## src/rtl/seg_pkg.sv

```systemverilog
// rtl/seg_pkg.sv - shared segment patterns, digit count and scan FSM encoding
package seg_pkg;

  localparam int NUM_DIGITS = 6;

  // Active-low 7-bit patterns, bit order g..a
  localparam logic [6:0] SEG_0     = 7'h40;
  localparam logic [6:0] SEG_1     = 7'h79;
  localparam logic [6:0] SEG_2     = 7'h24;
  localparam logic [6:0] SEG_3     = 7'h30;
  localparam logic [6:0] SEG_4     = 7'h19;
  localparam logic [6:0] SEG_5     = 7'h12;
  localparam logic [6:0] SEG_6     = 7'h02;
  localparam logic [6:0] SEG_7     = 7'h78;
  localparam logic [6:0] SEG_8     = 7'h00;
  localparam logic [6:0] SEG_9     = 7'h10;
  localparam logic [6:0] SEG_A     = 7'h08;
  localparam logic [6:0] SEG_B     = 7'h03;
  localparam logic [6:0] SEG_C     = 7'h46;
  localparam logic [6:0] SEG_D     = 7'h21;
  localparam logic [6:0] SEG_E     = 7'h06;
  localparam logic [6:0] SEG_F     = 7'h0E;
  localparam logic [6:0] SEG_BLANK = 7'h7F;

  typedef enum logic [1:0] {
    IDLE   = 2'd0,
    WAIT   = 2'd1,
    COMMIT = 2'd2,
    HOLD   = 2'd3
  } state_t;

endpackage

```

## src/rtl/seg7_to_hex.sv

```systemverilog
// rtl/seg7_to_hex.sv - active-low 7-segment pattern to hex nibble decoder
module seg7_to_hex
  import seg_pkg::*;
(
  input  logic [6:0] pattern,
  output logic       known,
  output logic [3:0] nibble
);

  always_comb begin
    known  = 1'b1;
    nibble = 4'h0;
    case (pattern)
      SEG_0:     nibble = 4'h0;
      SEG_1:     nibble = 4'h1;
      SEG_2:     nibble = 4'h2;
      SEG_3:     nibble = 4'h3;
      SEG_4:     nibble = 4'h4;
      SEG_5:     nibble = 4'h5;
      SEG_6:     nibble = 4'h6;
      SEG_7:     nibble = 4'h7;
      SEG_8:     nibble = 4'h8;
      SEG_9:     nibble = 4'h9;
      SEG_A:     nibble = 4'hA;
      SEG_B:     nibble = 4'hB;
      SEG_C:     nibble = 4'hC;
      SEG_D:     nibble = 4'hD;
      SEG_E:     nibble = 4'hE;
      SEG_F:     nibble = 4'hF;
      SEG_BLANK: known  = 1'b0;
      default:   known  = 1'b0;
    endcase
  end

endmodule

```

## src/rtl/seg_scan_decoder.sv

```systemverilog
// rtl/seg_scan_decoder.sv - reads back a multiplexed active-low 6-digit segment bus
module seg_scan_decoder
  import seg_pkg::*;
#(
  parameter int STABLE_CYCLES = 4,
  parameter int CNT_W         = 3
) (
  input  logic                    clk,
  input  logic                    rst,
  input  logic [NUM_DIGITS-1:0]   seg_sel,
  input  logic [7:0]              seg_data,
  output logic [4*NUM_DIGITS-1:0] digits,
  output logic [NUM_DIGITS-1:0]   dp,
  output logic [NUM_DIGITS-1:0]   valid,
  output logic                    err,
  output logic                    frame_done
);

  logic [13:0] s1, s2, s3;
  logic [5:0]  sel_inv;
  logic        sel_ok;
  logic        changed;
  logic [2:0]  idx;
  logic [5:0]  idx_bit;
  logic        known;
  logic [3:0]  nibble;
  logic        commit;
  logic [5:0]  seen;
  state_t           state, state_nxt;
  logic [CNT_W-1:0] cnt, cnt_nxt;

  // Idle bus value on reset so a held pin pattern is seen as a fresh change
  always_ff @(posedge clk) begin
    if (rst) begin
      s1 <= 14'h3FFF;
      s2 <= 14'h3FFF;
      s3 <= 14'h3FFF;
    end else begin
      s1 <= {seg_sel, seg_data};
      s2 <= s1;
      s3 <= s2;
    end
  end

  assign sel_inv = ~s2[13:8];
  assign sel_ok  = (sel_inv != 6'd0) && ((sel_inv & (sel_inv - 6'd1)) == 6'd0);
  assign changed = (s2 != s3);

  // Commit writes from s3: it is the sample that was proven stable
  always_comb begin
    idx = 3'd0;
    for (int i = 0; i < NUM_DIGITS; i++) begin
      if (!s3[8+i]) idx = 3'(i);
    end
  end

  assign idx_bit = 6'd1 << idx;

  seg7_to_hex u_dec (
    .pattern (s3[6:0]),
    .known   (known),
    .nibble  (nibble)
  );

  always_ff @(posedge clk) begin
    if (rst) begin
      state <= IDLE;
      cnt   <= '0;
    end else begin
      state <= state_nxt;
      cnt   <= cnt_nxt;
    end
  end

  always_comb begin
    state_nxt = state;
    cnt_nxt   = cnt;
    commit    = 1'b0;
    case (state)
      IDLE: begin
        if (sel_ok) begin
          state_nxt = WAIT;
          cnt_nxt   = '0;
        end
      end
      WAIT: begin
        if (!sel_ok) begin
          state_nxt = IDLE;
          cnt_nxt   = '0;
        end else if (changed) begin
          cnt_nxt = '0;
        end else begin
          cnt_nxt = cnt + CNT_W'(1);
          if (cnt_nxt == CNT_W'(STABLE_CYCLES - 1)) state_nxt = COMMIT;
        end
      end
      COMMIT: begin
        commit    = 1'b1;
        state_nxt = HOLD;
      end
      HOLD: begin
        if (!sel_ok) begin
          state_nxt = IDLE;
        end else if (changed) begin
          state_nxt = WAIT;
          cnt_nxt   = '0;
        end
      end
      default: state_nxt = IDLE;
    endcase
  end

  always_ff @(posedge clk) begin
    if (rst) begin
      digits     <= '0;
      dp         <= '0;
      valid      <= '0;
      err        <= 1'b0;
      frame_done <= 1'b0;
      seen       <= '0;
    end else begin
      err        <= 1'b0;
      frame_done <= 1'b0;
      if (commit) begin
        dp[idx]    <= ~s3[7];
        valid[idx] <= known;
        if (known) digits[{idx, 2'b00} +: 4] <= nibble;
        else       err <= 1'b1;
        if ((seen | idx_bit) == 6'h3F) begin
          frame_done <= 1'b1;
          seen       <= '0;
        end else begin
          seen <= seen | idx_bit;
        end
      end
    end
  end

endmodule

```

## config.mk

```make
export PLATFORM = sky130hd
export DESIGN_NAME = seg_scan_decoder
export DESIGN_NICKNAME = d
export VERILOG_FILES = /design/src/rtl/seg_pkg.sv /design/src/rtl/seg7_to_hex.sv /design/src/rtl/seg_scan_decoder.sv
export SDC_FILE = /design/constraint.sdc
export NUM_CORES = 1
export LEC_CHECK = 0
export ABC_AREA = 1
export BUFFER_PORTS_ARGS = -buffer_cell sky130_fd_sc_hd__buf_2
export CAP_MARGIN = 30
export CORE_MARGIN = 4
export CORE_UTILIZATION = 59
export CTS_BUF_LIST = sky130_fd_sc_hd__clkbuf_2 sky130_fd_sc_hd__clkbuf_4 sky130_fd_sc_hd__clkbuf_8
export DETAILED_ROUTE_END_ITERATION = 7
export PLACE_DENSITY = 0.82
export SETUP_SLACK_MARGIN = 0.02
export SLEW_MARGIN = 40
export SYNTH_ARGS = -nofsm -noshare
export SYNTH_HDL_FRONTEND = slang
export SYNTH_HIERARCHICAL = 1
export SYNTH_SLANG_ARGS = --single-unit
```

## constraint.sdc

```tcl
create_clock -name clk -period 2.6 [get_ports clk]
set_input_delay 0.13 -clock clk [delete_from_list [all_inputs] [get_ports clk]]
set_output_delay 0.13 -clock clk [all_outputs]
set_load 0.005 [all_outputs]
```

* Word-level counts from Yosys, hierarchy flattened
Index checks and enable logic that the tools add are counted.
Word-level totals: register bits 91, bits in latches 0, memory bits (writable) 0, ROM bits 0, logic and storage cells 92, memories kept 0
Operators by class: add/subtract/negate cells 3, $mul 0, divide/modulo/power cells 0, magnitude comparators 2, equality and inequality tests 27, shift operators 3, muxes and demuxes 29, bitwise logic cells 5, reduce and logical (&&, ||, !) cells 12
Operator list (count):
- $pmux 4 s15 | 1
- $eq 7x7->1 const B | 4
- $mux 3 | 9
- $bwmux 24 | 1
- $shift 4x7->24 const A | 1
- $shiftx 4x7->24 | 1
- $eq 7x5->1 const B | 3
- $eq 7x6->1 const B | 3
- $reduce_or 16->1 | 1
- $eq 7x2->1 const B | 2
- $eq 7x4->1 const B | 2
- $ne 14x14->1 | 1
- $bwmux 6 | 2
- $mux 2 | 6
- $ne 3x3->1 const B | 3
- $pmux 3 s3 | 1
- $pmux 2 s4 | 1
- $reduce_and 4->1 | 2
- $eq 7x3->1 const B | 1
- $logic_not 7->1 | 1
- $neg 5->7 | 1
- $and 6x6->6 | 1
- $eq 6x6->1 const B | 1
- $logic_not 6->1 | 1
- other kinds (21) | 31

* Logic depth before layout (Yosys ltp)
Gate-level depths: netlist of the first run.
depth after elaboration 10, mapped depth 16, depth with buffers taken out 16

* By module
The synthesis of the first run kept the hierarchy.
Modules (own cells, without submodules):
- seg_scan_decoder | times used 1, cells each 452, area an instance 3572.2 um^2, seq. area each 1821.7 um^2
- seg7_to_hex | times used 1, cells each 80, area an instance 344.1 um^2, seq. area each 0.0 um^2

* Worst setup path after synthesis of the first run
Ideal clock, no wire load.
path kind reg-to-reg, start register s3[13], end register digits[10], library setup time 0.065 ns, data arrival time 1.947 ns, required time 2.535 ns, setup slack 0.587 ns, cell stages (with the launch flop) 12, buffers on the path 0, clock period less this slack 2.013 ns, cell sequence dfxtp_1 nand2_2 nor2_1 inv_1 ha_1 ha_1 nand2_1 inv_1 nand3_2 nor2_1 a22oi_1 nor2_1
Between the ends: cells in the longest elaborated chain, start to end 4, elaborated cells between the ends (all ways) 5, those cells by class 1 x add/sub; 2 x shift; 2 x mux
Ends and longest elaborated chain:
- start: declaration | RTL line seg_scan_decoder.sv:19 | logic [13:0] s1, s2, s3;
- start signal: assignment | RTL line seg_scan_decoder.sv:37 | s3 <= 14'h3FFF;
- start signal: assignment | RTL line seg_scan_decoder.sv:41 | s3 <= s2;
- $mux 3 * | RTL line seg_scan_decoder.sv:53 | if (!s3[8+i]) idx = 3'(i);
- $neg 5->7 * | RTL line seg_scan_decoder.sv:127 | if (known) digits[{idx, 2'b00} +: 4] <= nibble;
- $shiftx 4x7->24 / $shift 4x7->24 (equally long branches) | RTL line seg_scan_decoder.sv:127
- $bwmux 24 * | RTL line seg_scan_decoder.sv:127
- end signal: indexed assignment | RTL line seg_scan_decoder.sv:127
- end: declaration | RTL line seg_scan_decoder.sv:12 | output logic [4*NUM_DIGITS-1:0] digits,
Mark *: on every way between the ends. The rest lies on a longest branch, timed or not. A chain may end at the register's enable or synchronous reset.

* Worst setup path in the final report of the first run
start register s3[6], end register digits[1]
Between the ends: cells in the longest elaborated chain, start to end 4, elaborated cells between the ends (all ways) 22, those cells by class 15 x eq/ne; 1 x shift; 3 x mux; 3 x reduce/logical
Ends and longest elaborated chain:
- $eq 7x7->1, or another cell as far along | RTL line seg7_to_hex.sv:13 | case (pattern)
- $reduce_or 16->1 (no line) *
- $mux 1 * | RTL line seg7_to_hex.sv:13
- net known | RTL line seg_scan_decoder.sv:25 | logic known;
- $reduce_and 2->1 (no line) *
Mark *: on every way through the listed nets, which the timed path passes. The rest lies on a longest branch.

==> flow_metrics.tcl, run 1 <==
set metrics [dict create \
    regToRegEndpoint "digits[1]$_SDFFE_PP0P_" \
    cts_made_buffers 9 \
    power.switching_uw 642 \
    seqPwrFrac_pct 55.0 \
    cap_violations 0 \
    grt_pass1_wl_mm 13.8 \
    fill_cells 499 \
    crit_slowest_cell "dfxtp_1" \
    drt_first_pass_iters 5 \
    grt_max_degree 61 \
    crit_top_cell "nand2_1" \
    final_cells 684 \
    yosys.area.top_type "dfxtp_1" \
    core_region_area_mm2 0.00639 \
    relSlewSlack_pct 49.3 \
    slowest_delay_ps 370 \
    required_ps 2890 \
    max_freq_mhz 427 \
    r2r-start "s3[6]$_SDFF_PP1_" \
    areaGrowthSynthToFinish_pct 17.9 \
    netlist_area_mm2 0.00392 \
    hold_violations 0 \
    fin_crit_sh_pct 90.1 \
    cts_sinks 91 \
    post-place-ws_ps 214 \
    hp-class "in2reg" \
    cp_num_buf_inv 2 \
    drive_gt1_share_pct 22.9 \
    clock_latency_ps 360 \
    comb_power_share_pct 9.1 \
    cp_max_fo 8 \
    die_area_mm2 0.00800 \
    drc_errors 0 \
    p_leak_uw 0.00225 \
    switching_share_pct 24.3 \
    ys_ff_latch 91 \
    final_common_cell "nand2_1" \
    fin_hold_ws_ps 365 \
    critPathLaunch "s3[6]$_SDFF_PP1_" \
    rrSetupSlack_ps 260 \
    endpoint "digits[1]$_SDFFE_PP0P_" \
    antenna_found_initial 0 \
    power.density_mw_per_mm2 572 \
    grt_pass1_vias 3185 \
    root_buffer "clkbuf_8" \
    power_uw 2640 \
    post_dp_cell_area_mm2 0.00425 \
    tritoncts "done" \
    vias 3496 \
    clkTransAtPathRegs_ps 90 \
    avgSynthCellArea_um2 7.36 \
    tightest_slew_ps 759 \
    syn_inst 532 \
    gr-total-overflow 0 \
    ant_nets 0 \
    final_cell_area_mm2 0.00462 \
    antennaDiodeCount 0 \
    wl_per_cell_um 11.8 \
    final_nets 627 \
    vdd_drop_max_mv 0.443 \
    synth_nets 556 \
    synth_area_leaders "dfxtp_1 (47%), nand2_1 (12%), nor2_1 (7.0%)" \
    worst-setup-path-type "reg2reg" \
    ys_warn_count 6 \
    status "completed" \
    layout_setup_ws_ps 257 \
    crit_path_start_kind "flop" \
    crit_path_end_kind "flop" \
    fin_skew_ps 15.3 \
    final-setup-viol-count 0 \
    fp.dieH_um 89.5 \
    core.rowCount 29 \
    finalWirelength_mm 8.10 \
    critPathTopFamily "simple AND/OR/NAND/NOR gates" \
    period_needed_ps 2340 \
    worstHoldStart "rst" \
    crit_arrival_ps 2630 \
    dp.cells 653 \
    yosysUniqueCellTypes 30 \
    start_util_pct 61.3 \
    power.internal_uw 2000 \
    place_congestion 0.893 \
    grt_use_total_pct 22.2 \
    dpl.hpwl_mm 5.83 \
    final_cell_mix "nand2_1 (122), dfxtp_1 (87), nor2_1 (70)" \
    clock_path_buffers 2 \
    htreeDepth 3 \
    die_w_um 89.5 \
    viasPerCell 5.11 \
    ys_seq_area_share_pct 46.5 \
    portBuffers 53 \
    crit_chain "nor2_2, nand2_1, nor2_2, nor2_1, nand2_1, nor2_1, nand2_1, inv_1, nor2_4, nand2_2, nor4b_4, buf_4, o21ai_1, a21oi_1" \
    rr_worst_depth 14 \
    synth_top_area_share_pct 46.5 \
    drv_slew 0 \
    clockPowerShare_pct 35.9 \
    cp_num_cells 14 \
    drt_iter0_drc 154 \
    num_io_pins 54 \
]
-- cells in the mapped netlist --
cell type	number
ha_1	8
nor3_2	1
inv_1	59
nor2_2	11
o21ai_1	5
a21oi_2	1
nor4b_4	1
a211oi_1	2
nand3b_1	1
a21oi_1	36
nand2_2	6
nand3_1	21
inv_2	4
nand2_4	1
a22oi_1	7
o211ai_1	2
dfxtp_1	91
nor3_1	9
nor2_4	2
nand2_1	122
nand4_1	3
o21ai_0	18
inv_4	1
clkinv_1	1
or2_2	31
clkbuf_1	9
clkbuf_2	1
xnor2_1	3
nand3_2	2
nor2_1	73
-- cell families after synthesis --
| logic type | Yosys count | synth area share (%) |
|---|---|---|
| buffers and inverters | 75 | 7.28 |
| flip-flops | 91 | 46.5 |
| AO/OA/AOI/OAI | 71 | 9.87 |
| adder cells (fa/ha/maj) | 8 | 2.56 |
| AND/OR/NAND/NOR | 284 | 33.1 |
| XOR/XNOR | 3 | 0.671 |
-- worst reg2reg max path: stages, from the launching register on --
cell and delay, ps:
dfxtp_1 370, nor2_2 150, nand2_1 130, nor2_2 180, nor2_1 70, nand2_1 70, nor2_1 50, nand2_1 140
inv_1 140, nor2_4 170, nand2_2 110, nor4b_4 280, buf_4 200, o21ai_1 70, a21oi_1 140
-- power by group through the flow --
stage | clock network [uW] | logic (uW) | registers, uW
finish | 948 | 239 | 1450
detailed placement | 0 | 220 | 1490
global placement | 0 | 213 | 1480
CTS | 968 | 236 | 1450
global route | 1030 | 273 | 1460
floorplan | 0 | 172 | 1480
-- registers in the layout, indices dropped and copies added, names as in the netlist, named ones only --
register / count
cnt: 3
state: 1
digits: 24
seen: 6
err: 1
s2: 14
s1: 14
valid: 6
frame_done: 1
dp: 6
s3: 14
-- worst min-delay path by stage --
stage                                    to  slack (ps)  cells past startpoint
detailed placement        s1[10]$_SDFF_PP1_         310                      2
global route        digits[11]$_SDFFE_PP0P_         410                      3
CTS                 digits[10]$_SDFFE_PP0P_         340                      3
global placement           s1[1]$_SDFF_PP1_         310                      2
floorplan                  s1[0]$_SDFF_PP1_         230                      1
finish              digits[10]$_SDFFE_PP0P_         370                      3
-- layer usage --
metal,track usage [%],wire (um)
met5,0,0
met4,10.6,197
met1,26.8,3620
met3,5.44,497
met2,37.0,3790
-- cell type report --
cell class / count / area [um^2] / area share (%)
repair buffers: 70 / 428 / 9.27
inverters: 65 / 246 / 5.34
multi-input cells: 366 / 1820 / 39.5
flip-flops and latches: 91 / 1830 / 39.6
well taps: 77 / 96.3 / 2.09
clock inverters: 4 / 51.3 / 1.11
clock buffers: 11 / 145 / 3.14
-- through the flow --
step                      TNS (ps)  util (%)
after global routing         -20.9      72.3
after CTS                        0      71.8
after global placement           0      66.5
final                            0      72.3
after floorplan                  0         -
after detailed placement         0      66.5
-- repair_timing --
item,in CTS,in global routing
hold buffers,14,0
setup endpoints to repair,0,16
hold endpoints to repair,14,0
resized for setup,0,8
setup buffers,0,2
No activity file was read; power rests on OpenSTA's default activity.
==> run 2: changes to the inputs <==
--- a/config.mk
+++ b/config.mk
@@ -9,10 +9,10 @@
 export BUFFER_PORTS_ARGS = -buffer_cell sky130_fd_sc_hd__buf_2
 export CAP_MARGIN = 30
 export CORE_MARGIN = 4
-export CORE_UTILIZATION = 59
+export CORE_UTILIZATION = 53
 export CTS_BUF_LIST = sky130_fd_sc_hd__clkbuf_2 sky130_fd_sc_hd__clkbuf_4 sky130_fd_sc_hd__clkbuf_8
 export DETAILED_ROUTE_END_ITERATION = 7
-export PLACE_DENSITY = 0.82
+export PLACE_DENSITY = 0.77
 export SETUP_SLACK_MARGIN = 0.02
 export SLEW_MARGIN = 40
 export SYNTH_ARGS = -nofsm -noshare
==> constraint.sdc (replaced) <==
create_clock -name clk -period 2 [get_ports clk]
set_input_delay 0.1 -clock clk [delete_from_list [all_inputs] [get_ports clk]]
set_output_delay 0.1 -clock clk [all_outputs]
set_load 0.005 [all_outputs]
==> run 2 against run 1 <==
The run now ends with setup timing left. Final cell count grew 8.3%. Non-clock buffer count is 34 higher. Global-route usage fell by 1.6 points. Total power up 40%. Routed wire length increased by 15%. Utilization is 0.39 points higher. Largest cell class is now multi-input gates. Fmax rose by 12%. Worst setup slack worse by 350 ps. Critical endpoint is now digits[0]$_SDFFE_PP0P_. Flip-flop and latch count unchanged. Hold slack got worse by 110 ps. Clock-buffer cell count fell by 1.
==> flow_metrics.tcl, run 2 (same netlist as run 1, synthesis figures left out) <==
set metrics [dict create \
    met2_length_mm 4.51 \
    root_buffer "clkbuf_8" \
    drv_slew 0 \
    htreeDepth 3 \
    final_nets 661 \
    final_common_cell "nand2_1" \
    switching_share_pct 25.2 \
    regMostFlops "digits" \
    comb_power_share_pct 10.4 \
    power.switching_uw 928 \
    fin_hold_ws_ps 253 \
    drc_errors 0 \
    drive_gt1_share_pct 36.0 \
    clockPowerShare_pct 38.4 \
    fill_cells 559 \
    finalWirelength_mm 9.31 \
    relSlewSlack_pct 61.2 \
    max_freq_mhz 478 \
    required_ps 2290 \
    clock_latency_ps 360 \
    largest_reg_flops 24 \
    wl_met3_um 471 \
    drt_first_pass_iters 5 \
    core_region_area_mm2 0.00721 \
    vdd_drop_max_mv 0.563 \
    layout_setup_ws_ps -91.3 \
    place_congestion 0.924 \
    rsz0062_at_grt "yes" \
    seqPwrFrac_pct 51.2 \
    cts_made_buffers 9 \
    dpl.hpwl_mm 6.18 \
    routedLengthMet1_mm 3.98 \
    final_cell_area_mm2 0.00524 \
    num_io_pins 54 \
    crit_path_start_kind "flop" \
    core.rowCount 31 \
    tightest_slew_ps 581 \
    multiInputGateArea_mm2 0.00209 \
    fin_skew_ps 12.6 \
    dr.max_layer_used "met4" \
    p_leak_uw 0.00246 \
    status "finished, violations left" \
    fp.dieH_um 94.0 \
    vias 3712 \
    hold_violations 0 \
    violations "setup timing" \
    die_w_um 94.0 \
    crit_arrival_ps 2380 \
    final_cell_mix "nand2_1 (114), dfxtp_1 (81), nor2_1 (56)" \
    gr-total-overflow 0 \
    worst-setup-path-type "reg2reg" \
    antennaDiodeCount 0 \
    power.internal_uw 2760 \
    start_util_pct 54.3 \
    areaGrowthSynthToFinish_pct 33.9 \
    power.density_mw_per_mm2 704 \
    drt_iter0_drc 209 \
    wl_per_cell_um 12.6 \
    grt_pass1_vias 3388 \
    period_needed_ps 2090 \
    portBuffers 53 \
    fin_crit_sh_pct 105 \
    final_cells 741 \
    die_area_mm2 0.00883 \
    grt_use_total_pct 20.6 \
    cp_max_fo 8 \
    cap_violations 0 \
    crit_path_end_kind "flop" \
    tritoncts "done" \
    dp.cells 706 \
    post_dp_cell_area_mm2 0.00451 \
    ant_nets 0 \
    cts_sinks 91 \
    clkTransAtPathRegs_ps 90 \
    grt_pass1_wl_mm 14.4 \
    grt_max_degree 61 \
    power_uw 3690 \
    clock_path_buffers 2 \
    seq_area_mm2 0.00185 \
    hp-class "in2reg" \
    antenna_found_initial 0 \
    final-setup-viol-count 16 \
    viasPerCell 5.01 \
]
==> run 2: cell types whose count changed in the layout (fill, tap and decap cells not counted), sizes merged <==
cell,delta
clkinvlp,+1
inv,+2
clkinv,-2
buf,+34
bufinv,+1
clkbuf,-1
==> run 2: worst max-delay path, cell delays in order, from the launching register on <==
cell and delay (ps):
dfxtp_4 400, inv_4 50, nor2_4 150, nand2_1 120, nor2_1 140, nor2_1 70
nand2_1 90, nor2_1 50, nand2_1 90, inv_2 60, nor2_4 110, nand2_2 80
nor4b_4 280, buf_6 180, o21ai_1 60, a21oi_1 110
==> run 2: per-layer routing <==
metal | GRT usage [%] | up-vias
met1 | 23.9 | 1683
met5 | 0 | -
met4 | 10.3 | 0
li1 | - | 1875
met2 | 35.3 | 120
met3 | 4.57 | 34
==> run 2: per-stage QoR <==
step / TNS (ps) / utilization [%] / worst slack, ps
after detailed placement: -813 / 62.5 / -97.9
after global placement: -324 / 62.5 / -51.8
final: -709 / 72.7 / -91.3
after CTS: 0 / 68.3 / 21.6
after global routing: -2710 / 72.7 / -231
after floorplan: 0 / - / 27.7
==> run 2: worst paths after layout <==
check / slack, ps / cells after the start / from / end
setup / recovery: -90 / 15 / s3[1]$_SDFF_PP1_ / digits[0]$_SDFFE_PP0P_
hold reg to reg: 410 / 1 / s1[3]$_SDFF_PP1_ / s2[3]$_SDFF_PP1_
setup reg to reg: -90 / 15 / s3[1]$_SDFF_PP1_ / digits[0]$_SDFFE_PP0P_
hold / removal: 250 / 3 / rst / s3[4]$_SDFF_PP1_
==> run 2: repair_timing <==
item                       CTS  global route
hold endpoints to repair    14             0
buffers inserted             0             5
resized for setup           18            80
setup endpoints to repair   23            31
hold buffers                14             0
pin swaps                    0            22
==> run 2: cell type report <==
class,count,share of cell area (%)
multi-input combinational,366,39.8
sequential,91,35.2
timing repair buffer,104,13.2
inverter,65,4.89
clock buffer,10,2.63
tap,99,2.36
clock inverter,6,1.81
==> run 2: power groups by stage <==
stage          Clock (uW)  Combinational [uW]  Sequential, uW
5_1_grt              1520                 427            1890
2_1_floorplan           0                 223            1920
3_3_place_gp            0                 300            1930
6_report             1420                 386            1890
3_5_place_dp            0                 308            1930
4_1_cts              1440                 343            1890
